[src/rtl/phase_timer.sv]
// Phase countdown timer for a traffic-light controller: loads a two-digit BCD
// duration and counts it down once per TICKS_PER_SEC clocks, with hold and abort.
module phase_timer #(
    parameter int TICKS_PER_SEC = 50
) (
    input  logic       Clk,
    input  logic       R,
    input  logic       Load,
    input  logic [3:0] Dur_H,
    input  logic [3:0] Dur_L,
    input  logic       Hold,
    input  logic       Abort,
    output logic [3:0] Time_H,
    output logic [3:0] Time_L,
    output logic       Busy,
    output logic       finished,
    output logic [1:0] Dbg_state
);

    localparam int PW = (TICKS_PER_SEC > 2) ? $clog2(TICKS_PER_SEC) : 1;
    localparam logic [PW-1:0] PSC_LAST = PW'(TICKS_PER_SEC - 1);

    typedef enum logic [1:0] {
        IDLE = 2'd0,
        RUN  = 2'd1,
        HOLD = 2'd2
    } state_t;

    state_t        state;
    logic [PW-1:0] psc;
    logic [3:0]    ld_h;
    logic [3:0]    ld_l;
    logic          ld_zero;

    // Digits above 9 are clamped at capture so the count stays valid BCD.
    always_comb begin
        ld_h    = (Dur_H > 4'd9) ? 4'd9 : Dur_H;
        ld_l    = (Dur_L > 4'd9) ? 4'd9 : Dur_L;
        ld_zero = (ld_h == 4'd0) && (ld_l == 4'd0);
    end

    assign Dbg_state = state;

    always_ff @(posedge Clk) begin
        if (R) begin
            state    <= IDLE;
            psc      <= '0;
            Time_H   <= 4'd0;
            Time_L   <= 4'd0;
            Busy     <= 1'b0;
            finished <= 1'b0;
        end else begin
            finished <= 1'b0;
            if (Abort) begin
                state  <= IDLE;
                psc    <= '0;
                Time_H <= 4'd0;
                Time_L <= 4'd0;
                Busy   <= 1'b0;
            end else if (Load) begin
                psc <= '0;
                if (ld_zero) begin
                    // A zero-length phase completes at once; never pulse twice in a row.
                    state    <= IDLE;
                    Time_H   <= 4'd0;
                    Time_L   <= 4'd0;
                    Busy     <= 1'b0;
                    finished <= ~finished;
                end else begin
                    state  <= RUN;
                    Time_H <= ld_h;
                    Time_L <= ld_l;
                    Busy   <= 1'b1;
                end
            end else begin
                case (state)
                    RUN, HOLD: begin
                        if (Hold) begin
                            state <= HOLD;
                        end else begin
                            // Releasing hold counts on the same edge, so hold delays by exactly its length.
                            state <= RUN;
                            if (psc == PSC_LAST) begin
                                psc <= '0;
                                if (Time_H == 4'd0 && Time_L <= 4'd1) begin
                                    state    <= IDLE;
                                    Time_H   <= 4'd0;
                                    Time_L   <= 4'd0;
                                    Busy     <= 1'b0;
                                    finished <= ~finished;
                                end else if (Time_L != 4'd0) begin
                                    Time_L <= Time_L - 4'd1;
                                end else begin
                                    Time_L <= 4'd9;
                                    Time_H <= Time_H - 4'd1;
                                end
                            end else begin
                                psc <= psc + 1'b1;
                            end
                        end
                    end
                    default: begin
                        state <= IDLE;
                    end
                endcase
            end
        end
    end

endmodule

[config.mk]
export PLATFORM = sky130hd
export DESIGN_NAME = phase_timer
export DESIGN_NICKNAME = d
export VERILOG_FILES = /design/src/rtl/phase_timer.sv
export SDC_FILE = /design/constraint.sdc
export NUM_CORES = 1
export LEC_CHECK = 0
export CAP_MARGIN = 20
export CORE_MARGIN = 2
export CORE_UTILIZATION = 55
export CTS_CLUSTER_DIAMETER = 150
export CTS_CLUSTER_SIZE = 20
export DETAILED_ROUTE_END_ITERATION = 8
export DONT_BUFFER_PORTS = 1
export PLACE_DENSITY = 0.8
export SYNTH_ARGS = -nofsm -noshare
export SYNTH_HDL_FRONTEND = slang
export SYNTH_SLANG_ARGS = --single-unit
[constraint.sdc]
create_clock -name Clk -period 3.25 [get_ports Clk]
set_clock_uncertainty 0.05 [all_clocks]
set_input_delay 0.4875 -clock Clk [delete_from_list [all_inputs] [get_ports Clk]]
set_output_delay 0.4875 -clock Clk [all_outputs]
set_load 0.02 [all_outputs]
==> results of run 1 <==
layout by cell type, fill, tap and decap left out, types with 2 or more instances in the layout:
master / netlist / layout
nor4b_1: 4 / 4
nand4_1: 3 / 3
or3_1: 3 / 3
a21oi_1: 5 / 5
o21a_1: 2 / 2
ha_1: 4 / 4
nor3_1: 11 / 11
clkbuf_4: 0 / 3
a22oi_1: 2 / 2
a31oi_1: 3 / 3
nand3b_1: 2 / 2
inv_1: 4 / 4
dfxtp_1: 18 / 18
nand2_1: 10 / 10
o211a_1: 2 / 2
o211ai_1: 5 / 5
or2_2: 2 / 2
nand3_1: 4 / 4
nor2_1: 10 / 10
xnor2_1: 5 / 5
nor4_1: 2 / 2
worst paths after layout:
kind	cells after the start	end	from	slack, ns
worst max-delay path	6	Time_H[3]	Time_H[0]	1.01
worst min-delay path	2	Dbg_state[1]	Hold	0.24
worst max register to register	6	Time_H[3]	Time_H[0]	1.01
worst min register to register	2	psc[5]	psc[5]	0.53
layer usage:
layer | wire, µm | track usage | vias to the layer above
li1 | - | - | 483
met1 | 1020 | 0.322 | 451
met2 | 1080 | 0.325 | 68
met3 | 352 | 0.0679 | 5
met4 | 29 | 0.0811 | 0
met5 | 0 | 0 | -
cell type report:
type	count	area, µm²
clock buffers	4	36.3
repair buffers	1	7.51
well taps	25	31.3
multi-input cells	98	657
inverters	5	18.8
flip-flops and latches	18	360
fillers	169	653
state kept, by name (all words and copies together) (netlist names):
register and cells:
finished 1, Busy 1, Time_H 4, Time_L 4
psc 6, Dbg_state 2
worst max-delay path: cells and delay by family, from the launching register on:
kind	cells	cell delay, ns
flip-flops	1	0.42
buffers and inverters	1	0.12
AO/OA/AOI/OAI	2	0.53
adder cells (fa/ha/maj)	1	0.14
AND/OR/NAND/NOR	2	0.89
through the flow:
stage,total power [µW],hold slack [ns]
6_report,425,0.237
5_1_grt,443,0.225
4_1_cts,426,0.243
3_5_place_dp,289,0.506
3_3_place_gp,287,0.517
2_1_floorplan,282,0.482
power groups by stage:
stage	sequential, µW	combinational, µW	clock, µW
4_1_cts	238	46.9	141
5_1_grt	239	52.3	152
2_1_floorplan	241	40.6	0
6_report	238	48.0	139
3_3_place_gp	242	44.9	0
3_5_place_dp	243	46.4	0
cells by family after synthesis:
kind of cell             after synthesis
AND/OR/NAND/NOR                       58
AO/OA/AOI/OAI                         30
flip-flops                            18
buffers and inverters                 10
XOR/XNOR                               6
adder cells (fa/ha/maj)                4
==> run metrics, run 1 <==
fin cells 151; WP data required 3.40 ns; vias in the first global route 860; Port-buffer cells 0; Layout area overhead 5.09%; Worst slew margin 0.417; EDFF count, synth 0; Detail Placement HPWL 1820 µm; maxcap violations 0; Core ar. 1760 µm²; top fanout value on the critical path 7; Mapped Area 1060 µm²; post-cts resize count 0; hold buffers post-CTS 0; largest family of logic cells by synthesized area simple AND/OR/NAND/NOR gates; total global routing overflow 0; RSZ-0062 raised after global routing false; gp weighted congestion 0.869; Mapped Nets 143; #FFs+latches synth 18; post-synthesis simple-gate area fraction 0.305; layout net count 144; Critical Path Max Stage Delay 0.55 ns; initial antenna violation count 0; P per Cell Area 382 nW/µm²; slew of the pin with the lowest slew margin 0.866 ns; gr usage total 0.227; syn avg cell area 8.39 µm²; most common cell in the netlist dfxtp_1; Sw Ratio 0.265; leakage power 0.000373 µW; Tmin final 2.24 ns; worst skew pair latency 0.30 ns; width of the chip 47.8 µm; max-slew violations 0; Routed Antenna Nets 0; final setup TNS 0 ns; Placed Instances 147; largest net degree at the start of global routing 15; Finished Core Util 0.630; Net Switching 112 µW; status finished, final reports clean; synth top area cells dfxtp_1 (34%), nor3_1 (5.2%), ha_1 (4.7%), xnor2_1 (4.1%), nand2_1 (3.6%); Ant. Diodes 0; final setup violation count 0; VDD IR max 0.000236 V; ys async rst share 0; share of cells above drive strength 1 0.0873; Post-Route WL 2470 µm; Clock Power Share 0.328; initial DRC count 23; H-tree depth 1; final hold violation count 0; DIE HEIGHT 47.8 µm; CTS root buffer clkbuf_4; drt pass-1 iters 4; Worst-path clk slew 0.11 ns; Setup CP Type register to register; Starting Density 0.599; Int Pwr 312 µW; crit-path cells inv_1, ha_1, nor4b_1, nand2_1, a32o_1, a31o_2; Tcrit/Tclk final 0.690; setup slack after layout 1.01 ns; die area 2290 µm²; Worst Setup Start Kind register; dpl ws 1.04 ns; Flop pwr share 0.559; CTS max path bufs 2; mux contribution to synthesized area 0; Rows 15; global-route wire length before repair 3670 µm; share of the synthesized area in the top cell type 0.341; DR WL/cell 16.4 µm; Synth Instances 126; setup bufs post-CTS 0; Post-DP Area 1070 µm²; xor and xnor area share after synthesis 0.0568; most frequent cells after synthesis dfxtp_1 (18), nor3_1 (11), nand2_1 (10), nor2_1 (10); I/O Pins 25; area leader, netlist dfxtp_1; Synth Flop Type dfxtp_1; Seq/Total Area, Yosys 0.341; cell at the slowest stage of the critical path nor4b_1; Worst Path Arrival 2.39 ns; Sink Count 18; Post-Synth Adder-Cell Area 0.0473; Synth Warn # 0; Synth cell types 43; CTS tree done; DRC viols 0; combinational share of power 0.113; post-route cell area 1110 µm²; hold crit path type input pin to register; DR vias 1007; Num CTS Buffers 3; f_max 446 MHz; crit end category register; Via density 6.67; Synth Area in Compound Gates 0.212
Power figures use the tool's default switching activity.
==> run 2, diff against run 1 <==
ABC_AREA = 1   (was default)
PLACE_DENSITY = 0.83   (was 0.8)
clock period = 1.85 ns   (was 3.25 ns; I/O delays follow)
==> run 2 against run 1 <==
Critical path type unchanged. Via count increased by 5.1%. Combinational power increased to 2.9 times the previous value. Synthesized area increased by 6.3%. Design area increased by 10%. Global-route usage decreased by 1.3 points. Core utilization increased by 0.17 points.
==> run metrics, run 2 <==
most common cell in the netlist nand2_1; Routed Antenna Nets 0 (unchanged); Synth cell types 22 (-49%); register area 360 µm² (unchanged); register-to-register setup slack 0.17 ns (-0.84 ns); width of the chip 49.2 µm (+2.8%); Rows 16 (+1); vias in the first global route 974 (+13%); synth top area cells dfxtp_1 (32%), nand2_1 (15%), nor2_1 (10%), inv_1 (7.7%), nand3_1 (7.6%); Worst Setup Start Kind register; slew of the pin with the lowest slew margin 0.346 ns (-0.520 ns); Synth Warn # 0 (unchanged); gr usage total 0.214 (-0.0134); Tcrit/Tclk final 0.908 (+0.218); Layout area overhead 9.13%; hold buffers post-CTS 0 (unchanged); area leader, netlist dfxtp_1; status finished, final reports clean; VDD IR max 0.000360 V (+52%); Setup CP Type register to register; Core ar. 1940 µm² (+10%); largest net degree at the start of global routing 12 (-3); hold crit path type input pin to register; gp weighted congestion 0.801 (-7.9%); Synth Instances 175 (+39%); I/O Pins 25 (unchanged); post-route cell area 1230 µm² (+10%); Worst Path Arrival 1.83 ns (-0.56 ns); worst skew pair latency 0.31 ns (about the same); final hold violation count 0 (unchanged); max reg flops 6 (unchanged); Mapped Nets 192 (+34%); f_max 595 MHz (+34%); Detail Placement HPWL 1830 µm (+0.38%); Ant. Diodes 0 (unchanged); cell at the slowest stage of the critical path dfxtp_1; H-tree depth 1 (unchanged); initial antenna violation count 0 (unchanged); max-slew violations 0 (unchanged); ys async rst share 0 (unchanged); share of the synthesized area in the top cell type 0.321 (-0.0201); Fillers 200 (+18%); DR vias 1058 (+5.1%); Seq/Total Area, Yosys 0.321 (-0.0201); global-route wire length before repair 4060 µm (+11%); Synth Flop Type dfxtp_1; total global routing overflow 0 (unchanged); Regs by FF count psc (6), Time_H (4), Time_L (4); top fanout value on the critical path 8 (+1); RSZ-0062 raised after global routing false; #FFs+latches synth 18 (unchanged); final setup TNS 0 ns (unchanged); die area 2420 µm² (+5.7%); DIE HEIGHT 49.2 µm (+2.8%); layout net count 201 (+40%); initial DRC count 13 (-43%); final setup violation count 0 (unchanged); leakage power 0.000576 µW (+55%); Top reg by flops psc; crit-path cells inv_1, ha_1, inv_1, nor2_1, nand3_1, nand3_1, nand2_4, nand2_1, nand2_1, nor2_1; Num CTS Buffers 3 (unchanged); Mapped Area 1120 µm² (+6.3%); Tmin final 1.68 ns (-0.563 ns); post-cts resize count 0 (unchanged); commonest non-fill, non-tap cells in the layout nand2_1 (44), nor2_1 (30), inv_1 (23); WP data required 2.01 ns (-1.39 ns); Worst-path clk slew 0.11 ns (about the same); DR WL/cell 11.1 µm (-32%); Post-Route WL 2340 µm (-5.5%); maxcap violations 0 (unchanged); Hold Crit Start Hold; EDFF count, synth 0 (unchanged); Post-DP Area 1190 µm² (+11%); CP startpoint Time_H[1]; Worst slew margin 0.769 (+0.352); Top Family by Delay on Critical Path simple AND/OR/NAND/NOR gates; area occupied by multi-input gates 664 µm² (+1.1%); buffer and inverter count on the worst path 2 (+1); Sink Count 18 (unchanged); CTS root buffer clkbuf_4; DRC viols 0 (unchanged); Port-buffer cells 0 (unchanged); CTS tree done; syn avg cell area 6.42 µm² (-23%); drt pass-1 iters 4 (unchanged); CTS max path bufs 2 (unchanged); share of cells above drive strength 1 0.115 (+0.0275); total power 803 µW (+89%); P per Cell Area 655 nW/µm² (+71%); Via density 5.04 (-24%); most frequent cells after synthesis nand2_1 (44), nor2_1 (30), inv_1 (23), dfxtp_1 (18), nand3_1 (17); r2r startpoint Time_H[1]; commonest non-fill, non-tap cell in the layout nand2_1; Critical Path Max Stage Delay 0.48 ns (-0.07 ns); setup bufs post-CTS 0 (unchanged); crit end category register; Starting Density 0.579 (-0.0207)
[run 2: metrics by stage]
stage	setup WS (ns)	util	instances	hold WS, ns
floorplan	0.319	-	175	0.348
global placement	0.255	0.613	206	0.355
detailed placement	0.202	0.613	206	0.357
CTS	0.171	0.631	210	0.0178
global route	0.00528	0.631	210	0.0165
finish	0.170	0.631	210	0.0225
[run 2: cell type report]
type	instances	area share
clock buffer	4	0.0296
tap	27	0.0276
inverter	23	0.0704
sequential	18	0.294
multi-input combinational	132	0.542
timing repair buffer	6	0.0367
[run 2: where the power goes]
group          switching [µW]  total [µW]  internal (µW)
Combinational            89.0         137           48.5
Sequential               16.7         416            399
Clock                     129         250            120
[run 2: final timing paths]
path | end | depth (start not counted)
max | Time_H[0] | 10
min | Dbg_state[1] | 2
max reg2reg | Time_H[0] | 10
min reg2reg | psc[5] | 2
[run 2: logic make-up after synthesis]
kind of cell | synth area share
xor gates and xnor gates | 0.0312
buffers and inverters | 0.0880
DFF | 0.321
adders and majority gates | 0.0445
and+or+nand+nor | 0.410
AOI/OAI and AO/OA | 0.106
[run 2: worst register-to-register path, cell delays in order, from the launching register on]
cell     delay (ns)
dfxtp_1        0.48
inv_1          0.12
ha_1           0.19
inv_1          0.05
nor2_1         0.03
nand3_1        0.15
nand3_1        0.19
nand2_4        0.17
nand2_1        0.06
nand2_1        0.05
nor2_1         0.04
[run 2: per-layer routing]
layer  GRT usage  vias to the layer above  share of wire
met5           0                        -              0
met4       0.100                        0          0.020
met3      0.0552                        5          0.064
met2       0.345                       20           0.46
met1       0.265                      463           0.46
li1            -                      570              -
==> run 3, diff against run 2 <==
PLACE_DENSITY = 0.82   (was 0.83)
==> run 3 against run 2 <==
Worst hold slack better by 0.020 ns. Global-route usage up 2.4 points. First-iteration DRC count rose to 2.9 times the previous value. Sequential power about the same. Routed wire length up 11%. Critical path depth unchanged. Maximum frequency up 4.5%. Sequential share of layout area up 0.41 points. Non-clock buffer count unchanged. Combinational power up 4%. Largest power group unchanged. Highest routed layer unchanged.
==> run metrics, run 3 (synthesis gave the netlist of run 2 again) <==
status finished, final reports clean; CTS max path bufs 2 (unchanged); gp weighted congestion 0.881 (+10%); DRC viols 0 (unchanged); Tcrit/Tclk final 0.869 (-0.0395); final setup violation count 0 (unchanged); layout net count 201 (unchanged); Routed Antenna Nets 0 (unchanged); vias in the first global route 1112 (+14%); commonest non-fill, non-tap cells in the layout nand2_1 (44), nor2_1 (30), inv_1 (23); Layout area overhead 8.02%; crit end category register; VDD IR max 0.000464 V (+29%); Num CTS Buffers 3 (unchanged); gr usage total 0.238 (+0.0238); CTS tree done; WP data required 2.01 ns (about the same); worst skew pair latency 0.30 ns (about the same); initial antenna violation count 0 (unchanged); DIE HEIGHT 49.2 µm (unchanged); Tmin final 1.61 ns (-0.0731 ns); max layer used met4; max reg flops 6 (unchanged); drt pass-1 iters 4 (unchanged); total power 756 µW (-5.8%); leakage power 0.000570 µW (-1.2%); top fanout value on the critical path 8 (unchanged); total global routing overflow 0 (unchanged); global-route wire length before repair 4570 µm (+13%); RSZ-0062 raised after global routing false; setup slack after layout 0.243 ns (+0.0731 ns); hold buffers post-CTS 0 (unchanged); Sink Count 18 (unchanged); largest net degree at the start of global routing 12 (unchanged); f_max 622 MHz (+4.5%); met3 WL post-DR 186 µm (+25%); wl on met1 1070 µm (about the same); H-tree depth 1 (unchanged); Ant. Diodes 0 (unchanged); Post-Route WL 2590 µm (+11%); share of cells above drive strength 1 0.115 (+0.000631); Regs by FF count psc (6), Time_H (4), Time_L (4); max-slew violations 0 (unchanged); Placed Instances 206 (unchanged); DR vias 1140 (+7.8%); slew of the pin with the lowest slew margin 0.334 ns (-0.0118 ns); Worst slew margin 0.775 (+0.00582); maxcap violations 0 (unchanged); I/O Pins 25 (unchanged); Port-buffer cells 0 (unchanged); hold crit path type input pin to register; Setup CP Type register to register; dpl ws 0.187 ns (-0.0152 ns); Rows 16 (unchanged); Finished Core Util 0.625 (-0.00644); final hold violation count 0 (unchanged); DR WL/cell 12.4 µm (+11%); die area 2420 µm² (unchanged); P per Cell Area 623 nW/µm² (-4.9%); Core ar. 1940 µm² (unchanged); fin cells 209 (-0.48%); Starting Density 0.579 (unchanged); Worst-path clk slew 0.11 ns (about the same); Detail Placement HPWL 1940 µm (+6.0%); met2 WL 1310 µm (+22%); width of the chip 49.2 µm (unchanged); final setup TNS 0 ns (unchanged); initial DRC count 38 (+25); CTS root buffer clkbuf_4; commonest non-fill, non-tap cell in the layout nand2_1; Worst Path Arrival 1.76 ns (-0.07 ns); Via density 5.45 (+8.3%); Top reg by flops psc; Worst Setup Start Kind register
## run 3: final timing paths
| path | end | cells after the start | slack, ns | startpoint |
|---|---|---|---|---|
| setup / recovery | Time_H[2] | 10 | 0.24 | Time_H[1] |
| hold / removal | Dbg_state[1] | 2 | 0.04 | Hold |
| setup reg to reg | Time_H[2] | 10 | 0.24 | Time_H[1] |
| hold reg to reg | psc[4] | 2 | 0.49 | psc[4] |
## run 3: critical path, cell delays in order, from the launching register on
cell and delay [ns]:
dfxtp_2 0.42, inv_1 0.10, ha_1 0.18, inv_1 0.05, nor2_1 0.04, nand3_1 0.14
nand3_1 0.20, nand2_4 0.17, nand2_1 0.06, nand2_1 0.06, nor2_1 0.04
## run 3: power breakdown
group	total [µW]	leakage, µW	switching, µW	internal (µW)
Clock	197	0.0000138	121	75.9
Combinational	143	0.000409	94.5	48.3
Sequential	416	0.000147	16.7	399
## run 3: area by class of cell
class | count | area, µm²
fillers | 181 | 728
repair buffers | 6 | 45.0
inverters | 23 | 86.3
flip-flops and latches | 18 | 362
clock buffers | 3 | 22.5
multi-input cells | 132 | 664
well taps | 27 | 33.8
## run 3: stage by stage
stage                     hold slack, ns  cell area (µm²)
final                             0.0425             1210
after global routing              0.0384             1210
after CTS                         0.0424             1210
after detailed placement           0.353             1190
after global placement             0.351             1190
after floorplan                    0.348             1120
## run 3: metal layers
metal	vias up	global-route usage
met3	7	0.0890
li1	574	-
met2	42	0.441
met1	517	0.249
met4	0	0.0571
met5	-	0
## run 3: repair_timing
item / in CTS / in global routing
setup endpoints to repair: 0 / 1
resized for setup: 0 / 1
setup buffers: 0 / 0
